==> config.mk <==
export PLATFORM = sky130hd
export DESIGN_NAME = pulpissimo_rst_seq
export DESIGN_NICKNAME = d
export VERILOG_FILES = /design/src/rtl/pulpissimo_rst_pkg.sv /design/src/rtl/rst_sync.sv /design/src/rtl/pulpissimo_rst_seq.sv
export SDC_FILE = /design/constraint.sdc
export NUM_CORES = 1
export LEC_CHECK = 0
export CAP_MARGIN = 20
export CORE_ASPECT_RATIO = 0.6
export CORE_MARGIN = 10
export CORE_UTILIZATION = 56
export CTS_CLUSTER_DIAMETER = 40
export DETAILED_ROUTE_END_ITERATION = 12
export PLACE_DENSITY_LB_ADDON = 0.15
export SETUP_SLACK_MARGIN = 0.4
export SYNTH_ARGS = -nofsm -noshare
export SYNTH_HDL_FRONTEND = slang
export SYNTH_SLANG_ARGS = --single-unit
==> constraint.sdc <==
create_clock -name ref_clk -period 1.5 [get_ports ref_clk]
set_input_delay 0.3 -clock ref_clk [delete_from_list [all_inputs] [get_ports ref_clk]]
set_output_delay 0.3 -clock ref_clk [all_outputs]
set_load 0.01 [all_outputs]
==> src/rtl/pulpissimo_rst_pkg.sv <==
// pulpissimo_rst_pkg: shared types and constants for the PULPissimo reset sequencer.
//   rst_state_e  sequencer FSM states
//   rst_cause_e  encoding of rst_cause_o
//   WARM_CNT_W   width of the saturating warm-reset counter
package pulpissimo_rst_pkg;

    typedef enum logic [1:0] {
        POR_WAIT,
        RELEASE,
        RUN,
        HOLD
    } rst_state_e;

    typedef enum logic [1:0] {
        CAUSE_POR = 2'd0,
        CAUSE_SW  = 2'd1,
        CAUSE_BTN = 2'd2
    } rst_cause_e;

    localparam int WARM_CNT_W = 8;

    function automatic int max4(int a, int b, int c, int d);
        int m;
        m = a > b ? a : b;
        m = m > c ? m : c;
        return m > d ? m : d;
    endfunction

endpackage

==> src/rtl/rst_sync.sv <==
// rst_sync: async-assert, sync-deassert reset synchroniser.
//   clk     clock the released reset is aligned to
//   rst_ni  raw active-low reset, asserts rst_no immediately
//   rst_no  synchronised active-low reset, rises SYNC_STAGES edges after rst_ni
module rst_sync #(
    parameter int SYNC_STAGES = 2
) (
    input  logic clk,
    input  logic rst_ni,
    output logic rst_no
);

    logic [SYNC_STAGES-1:0] sync_q, sync_d;

    always_comb sync_d = {sync_q[SYNC_STAGES-2:0], 1'b1};

    always_ff @(posedge clk or negedge rst_ni) begin
        if (!rst_ni) sync_q <= '0;
        else         sync_q <= sync_d;
    end

    assign rst_no = sync_q[SYNC_STAGES-1];

endmodule

==> src/rtl/pulpissimo_rst_seq.sv <==
// pulpissimo_rst_seq: POR delay, staggered per-domain reset release and warm-reset handling.
//   ref_clk         reference clock
//   pad_reset_n     board reset, async active-low
//   sw_rst_req_i    single-cycle warm-reset request (ref_clk domain)
//   btn_rst_i       raw push-button, active-high, async
//   rst_n_o         per-domain active-low resets, bit 0 released first
//   ready_o         all domains released
//   rst_cause_o     cause of last reset (0 POR, 1 SW, 2 BTN)
//   warm_rst_cnt_o  saturating warm-reset count
module pulpissimo_rst_seq
    import pulpissimo_rst_pkg::*;
#(
    parameter int NUM_DOMAINS     = 4,
    parameter int SYNC_STAGES     = 2,
    parameter int POR_CYCLES      = 64,
    parameter int STAGGER_CYCLES  = 16,
    parameter int HOLD_CYCLES     = 32,
    parameter int DEBOUNCE_CYCLES = 8
) (
    input  logic                   ref_clk,
    input  logic                   pad_reset_n,
    input  logic                   sw_rst_req_i,
    input  logic                   btn_rst_i,
    output logic [NUM_DOMAINS-1:0] rst_n_o,
    output logic                   ready_o,
    output logic [1:0]             rst_cause_o,
    output logic [WARM_CNT_W-1:0]  warm_rst_cnt_o
);

    localparam int CNT_W = $clog2(max4(POR_CYCLES, STAGGER_CYCLES, HOLD_CYCLES, DEBOUNCE_CYCLES) + 1);
    localparam int IDX_W = NUM_DOMAINS > 1 ? $clog2(NUM_DOMAINS) : 1;

    logic                   int_rst_n;
    logic [1:0]             btn_sync_q, btn_sync_d;
    logic [CNT_W-1:0]       db_cnt_q, db_cnt_d;
    logic                   armed_q, armed_d;
    logic                   btn_trig_q, btn_trig_d;
    logic                   sw_trig_q, sw_trig_d;
    logic                   btn_s, btn_fire, start_rel;
    rst_state_e             state_q, state_d;
    logic [CNT_W-1:0]       cnt_q, cnt_d;
    logic [IDX_W-1:0]       idx_q, idx_d;
    logic [NUM_DOMAINS-1:0] rst_n_q, rst_n_d;
    logic                   ready_q, ready_d;
    rst_cause_e             cause_q, cause_d;
    logic [WARM_CNT_W-1:0]  warm_q, warm_d;

    rst_sync #(.SYNC_STAGES(SYNC_STAGES)) u_rst_sync (
        .clk    (ref_clk),
        .rst_ni (pad_reset_n),
        .rst_no (int_rst_n)
    );

    // Triggers are registered so the FSM acts on them one edge later; the
    // button fires once per press and re-arms only after it is released.
    always_comb begin
        btn_s      = btn_sync_q[1];
        btn_sync_d = {btn_sync_q[0], btn_rst_i};
        btn_fire   = btn_s && armed_q && db_cnt_q == CNT_W'(DEBOUNCE_CYCLES - 1);
        db_cnt_d   = !btn_s ? '0 : db_cnt_q == CNT_W'(DEBOUNCE_CYCLES) ? db_cnt_q : db_cnt_q + CNT_W'(1);
        armed_d    = !btn_s || (armed_q && !btn_fire);
        btn_trig_d = btn_fire;
        sw_trig_d  = sw_rst_req_i;
    end

    always_comb begin
        state_d = state_q;
        cnt_d   = cnt_q + CNT_W'(1);
        idx_d   = idx_q;
        rst_n_d = rst_n_q;
        ready_d = ready_q;
        cause_d = cause_q;
        warm_d  = warm_q;
        case (state_q)
            POR_WAIT: ;
            RELEASE: begin
                if (idx_q == IDX_W'(NUM_DOMAINS - 1)) begin
                    state_d = RUN;
                    ready_d = 1'b1;
                end else if (cnt_q == CNT_W'(STAGGER_CYCLES - 1)) begin
                    cnt_d   = '0;
                    idx_d   = idx_q + IDX_W'(1);
                    rst_n_d = (rst_n_q << 1) | NUM_DOMAINS'(1);
                end
            end
            RUN: begin
                cnt_d = '0;
                if (sw_trig_q || btn_trig_q) begin
                    state_d = HOLD;
                    rst_n_d = '0;
                    ready_d = 1'b0;
                    cause_d = btn_trig_q ? CAUSE_BTN : CAUSE_SW;
                    warm_d  = warm_q + WARM_CNT_W'(warm_q != '1);
                end
            end
            HOLD: begin
                // Counter parks at its terminal value while the button is held.
                if (cnt_q == CNT_W'(HOLD_CYCLES - 1)) cnt_d = cnt_q;
            end
        endcase
        start_rel = (state_q == POR_WAIT && cnt_q == CNT_W'(POR_CYCLES)) ||
                    (state_q == HOLD && cnt_q == CNT_W'(HOLD_CYCLES - 1) && !btn_s);
        if (start_rel) begin
            state_d = RELEASE;
            cnt_d   = '0;
            idx_d   = '0;
            rst_n_d = NUM_DOMAINS'(1);
        end
    end

    always_ff @(posedge ref_clk or negedge int_rst_n) begin
        if (!int_rst_n) begin
            btn_sync_q <= '0;
            db_cnt_q   <= '0;
            armed_q    <= 1'b0;
            btn_trig_q <= 1'b0;
            sw_trig_q  <= 1'b0;
            state_q    <= POR_WAIT;
            cnt_q      <= '0;
            idx_q      <= '0;
            rst_n_q    <= '0;
            ready_q    <= 1'b0;
            cause_q    <= CAUSE_POR;
            warm_q     <= '0;
        end else begin
            btn_sync_q <= btn_sync_d;
            db_cnt_q   <= db_cnt_d;
            armed_q    <= armed_d;
            btn_trig_q <= btn_trig_d;
            sw_trig_q  <= sw_trig_d;
            state_q    <= state_d;
            cnt_q      <= cnt_d;
            idx_q      <= idx_d;
            rst_n_q    <= rst_n_d;
            ready_q    <= ready_d;
            cause_q    <= cause_d;
            warm_q     <= warm_d;
        end
    end

    assign rst_n_o        = rst_n_q;
    assign ready_o        = ready_q;
    assign rst_cause_o    = cause_q;
    assign warm_rst_cnt_o = warm_q;

endmodule

==> results of run 1 <==
-- cells by family after synthesis --
group	after synthesis	share of synthesized area [%]
AO/OA/AOI/OAI	30	9.81
XOR/XNOR	16	7.23
buffers and inverters	15	3.42
AND/OR/NAND/NOR	65	17.9
adder cells (fa/ha/maj)	11	7.10
other	1	0.193
flip-flops	40	51.6
multiplexers	5	2.65
-- stage by stage --
stage	utilization (%)	setup slack [ns]	TNS, ns	instance area [µm²]	hold slack, ns
3_3_place_gp	76.4	-0.117	-1.25	2510	0.210
4_1_cts	89.2	-0.187	-2.60	2930	0.159
3_5_place_dp	76.4	-0.228	-2.53	2510	0.222
2_1_floorplan	-	-0.157	-1.07	2020	0.00441
-- synthesized netlist by cell type --
library cell,count
o31a_1,1
or3_4,2
o21ai_1,2
nor3_1,2
nand3_2,1
or2_2,1
nor4_2,2
a21oi_1,9
or4b_1,1
or3_1,2
nand2_1,21
nand3_1,7
ha_1,11
nor4bb_1,1
nor2_1,13
a31oi_1,1
a221o_1,1
o31ai_4,1
nand2b_1,2
buf_6,1
buf_2,2
nand4_1,4
o22ai_1,1
conb_1,1
mux2_1,1
dfrtp_1,40
or2_1,1
o221ai_2,1
and4b_1,1
xor2_1,8
xnor2_1,8
and3_1,4
o21a_1,1
o21ai_0,12
mux2i_1,4
inv_1,12
-- timing repair --
item | in CTS
setup endpoints to repair | 48
resized for setup | 101
cloned | 0
setup buffers | 27
pin swaps | 22
==> flow_summary.ini, run 1 <==
[floorplanning]
rows = 16
initial_utilization_pct = 59.0
die_x_um = 96.0
die_y_um = 65.6
io_pins = 19

[cts]
numCtsBuffers = 5
cts.sinks = 40
cts_max_path_buffers = 2
cts-root-buf = clkbuf_8
ctsHtreeMaxLevel = 2
ctsHoldBuffers = 0

[synthesis]
netlist_instances = 183
yosysTopAreaCell = dfrtp_1
ys_seq_area_share_pct = 51.6
ys_ff_latch = 40
ys_types = 36
postSynthAreaPerCell_um2 = 10.6
synth_nets = 198
yosysWarnings = 0
netlist_area_um2 = 1940
synth_top_cell_area_share_pct = 51.6
synth_area_leaders = dfrtp_1 52%, ha_1 7.1%, nand2_1 4.1%, xnor2_1 3.6%, xor2_1 3.6%

[timing]
crit_endpoint = rst_n_o[3]$_DFFE_PN0P_/D
endpoint_type = register data pin

[placement]
dp_hpwl_um = 3570
place_inst = 280
place_congestion = 0.869
port_buffers = 18

[outcome]
status = aborted with a tool error
firstError = [ERROR DPL-0038] Utilization greater than 100%, impossible to legalize
haltStage = 5_1_grt

[global_route]
grt_start_max_net_pins = 21
==> run 2, diff against run 1 <==
--- a/config.mk
+++ b/config.mk
@@ -6,13 +6,10 @@
 export NUM_CORES = 1
 export LEC_CHECK = 0
 export CAP_MARGIN = 20
-export CORE_ASPECT_RATIO = 0.6
 export CORE_MARGIN = 10
-export CORE_UTILIZATION = 56
-export CTS_CLUSTER_DIAMETER = 40
+export CORE_UTILIZATION = 40
 export DETAILED_ROUTE_END_ITERATION = 12
 export PLACE_DENSITY_LB_ADDON = 0.15
-export SETUP_SLACK_MARGIN = 0.4
 export SYNTH_ARGS = -nofsm -noshare
 export SYNTH_HDL_FRONTEND = slang
 export SYNTH_SLANG_ARGS = --single-unit
==> flow_summary.ini, run 2 <==
[floorplanning]
die_y_um = 89.6
initial_utilization_pct = 41.0
io_pins = 19
rows = 25
core_area_um2 = 4720
dieArea_um2 = 8030
die_x_um = 89.6

[synthesis]
netlist_instances = 183
synthAdderAreaFrac_pct = 7.10
postSynthAreaPerCell_um2 = 10.6
synth_commonest_cells = 40 x dfrtp_1, 21 x nand2_1, 13 x nor2_1, 12 x inv_1, 12 x o21ai_0
synth_top_cell_area_share_pct = 51.6
ys_ff_latch = 40
synth_edf_count = 0
netlist_area_um2 = 1940
synth_compound_area_share_pct = 9.81
synth_most_common_cell = dfrtp_1
synth_top_family_by_area = simple AND/OR/NAND/NOR gates
synth-xor-area-share_pct = 7.23
yosysWarnings = 0
ys_types = 36
ys.flop_type = dfrtp_1
async_flop_share_pct = 100
ys_seq_area_share_pct = 51.6
synth.area.mux_share_pct = 2.65
synth_simple_gate_area_share_pct = 17.9
yosysTopAreaCell = dfrtp_1
synth_nets = 198
synth_area_leaders = dfrtp_1 52%, ha_1 7.1%, nand2_1 4.1%, xnor2_1 3.6%, xor2_1 3.6%

[cts]
cts-root-buf = clkbuf_8
cts_max_path_buffers = 2
ctsHtreeMaxLevel = 2
cts_tree = done
clk-insertion-delay-late_ns = 0.29
cts.sinks = 40
numCtsBuffers = 5
clkTransAtPathRegs_ns = 0.08

[route]
ant_nets = 0
vias_per_cell = 4.88
drt-initial-drc-count = 56
drt-pass1-iter-count = 4
drc = 0
vias = 1551
wl_um = 4550
routedWlPerCell_um = 14.3

[critical_path]
crit_buf_inv = 1
critical_path_class = flop to flop
cpLargestDelayFamily = flip-flops
r2r-start = cnt_q[1]
end_kind = flop
ff2ff_path_depth = 6
worst_path_max_delay_cell = dfrtp_1
cp.arrival_ns = 1.86
cp_slowest_stage_delay_ns = 0.42
required_ns = 1.68
cp_cell_sequence = ha_4 -> buf_4 -> and3_4 -> nand2_2 -> mux2_4 -> a221o_1
rrSetupSlack_ns = -0.18
path_max_fanout = 3
r2r_end = rst_n_o[0]
cp.depth = 6
timing.critical_path.to = rst_n_o[0]
worstSetupStartpointType = flop
cp-startpoint = cnt_q[1]

[global_route]
use_met2_pct = 21.8
grt_pass1_vias = 1729
grt_antenna_before_repair = 0
overflow = 0
grt.busiest_layer = met2
gr-usage-met3_pct = 3.07
grt_use_total_pct = 12.5
grt_pass1_wl_um = 7830
grt_start_max_net_pins = 29
grt_use_met1_pct = 14.3

[layout]
largest_register_ff_count = 8
final_core_util_pct = 60.0
antenna_cells = 0
multi_input_area_um2 = 1060
final_area_um2 = 2830
seq_area_um2 = 1010
final_cell_mix = 42 x buf_4, 34 x dfrtp_1, 19 x nand2_1, 13 x dlygate4sd2_1
syn_to_final_growth_pct = 46.2
layout-drive-gt1-share_pct = 37.1
layout.nets = 265
final_common_cell = buf_4
fillers = 376

[timing]
fin_crit_ns = 1.68
hold_violations = 0
finalSetupViolCount = 16
finalCritPeriodShare_pct = 112
fmax_ghz = 0.594
rsz0062_at_grt = yes
fin_ws_ns = -0.185
skew_ns = 0.0115
fin_setup_tns_ns = -2.17
drv_slew = 0

[power]
p_comb_share_pct = 2.8
clockPowerShare_pct = 44.2
switchingPower_mw = 0.425
power_mw = 2.08
pwr-share-seq_pct = 53.0
powerDensity_nw_per_um2 = 735
leakagePower_nw = 1.31
p_int_mw = 1.66
sw_frac_of_total_pct = 20.4
vdd_drop_max_mv = 0.506

[placement]
place_congestion = 0.806
dpl_cell_area_um2 = 2500
dp_hpwl_um = 3320
port_buffers = 18

[outcome]
status = complete, but fails checks
failed_checks = negative setup slack

[job]
max_cap_violations = 0

[hold_path]
timing.hold.worst.class = flop to asynchronous set/reset pin
==> run 2: cell counts after synthesis <==
Identical to the previous run, type by type.
==> run 2: kinds of logic (layout without fill, tap and decap cells) <==
family,after synthesis,after routing
compound gates,30,30
xor+xnor,16,16
fa+ha+maj,11,11
buf+inv,15,83
flops,40,40
mux,5,5
other cells,1,1
simple gates,65,65
==> run 2: through the flow <==
step           hold WS, ns  worst slack, ns  cells
2_1_floorplan      0.00441           -0.157    183
3_3_place_gp         0.186           -0.149    302
3_5_place_dp         0.187           -0.231    302
4_1_cts              0.165           -0.146    316
5_1_grt              0.161           -0.264    318
6_report             0.170           -0.185    318
==> run 2: area by class of cell <==
cell class                 instances  area share, %
multi-input combinational        128           37.3
sequential                        40           35.6
timing repair buffer              63           18.3
tap                               67           2.96
clock buffer                       6           2.91
inverter                          12           1.59
clock inverter                     2           1.37
==> run 2: worst reg2reg max path, cell delays in order, from the launching register on <==
cell and delay, ns:
dfrtp_1 0.42, ha_4 0.18, buf_4 0.13, and3_4 0.17, nand2_2 0.08, mux2_4 0.30, a221o_1 0.29
==> run 2: worst min path at each step <==
stage,from,to,slack (ns),depth (start not counted)
floorplan,pad_reset_n,u_rst_sync.sync_q[0],0.004,0
global placement,u_rst_sync.sync_q[1],btn_sync_q[1],0.19,1
detailed placement,u_rst_sync.sync_q[1],btn_sync_q[1],0.19,1
CTS,pad_reset_n,u_rst_sync.sync_q[1],0.16,1
global route,pad_reset_n,u_rst_sync.sync_q[1],0.16,1
finish,u_rst_sync.sync_q[1],db_cnt_q[4],0.17,1
==> run 2: what timing repair did <==
| item | CTS | global route |
|---|---|---|
| setup endpoints to repair | 34 | 21 |
| setup buffers | 6 | 2 |
| pin swaps | 16 | 14 |
| hold buffers | 0 | 0 |
| resized for setup | 32 | 17 |
==> run 2: power by group through the flow <==
stage	Clock (mW)	Combinational [mW]	Sequential (mW)
2_1_floorplan	0	0.0211	1.14
3_3_place_gp	0	0.0568	1.12
3_5_place_dp	0	0.0610	1.12
4_1_cts	0.945	0.0608	1.10
5_1_grt	1.00	0.0679	1.11
6_report	0.921	0.0580	1.10
==> run 2: metal layers <==
layer	part of all wire, %	vias to the layer above
li1	-	761
met1	42	756
met5	0	-
met2	53	23
met4	2.1	0
met3	3.1	11
No activity file was read; power rests on OpenSTA's default activity.
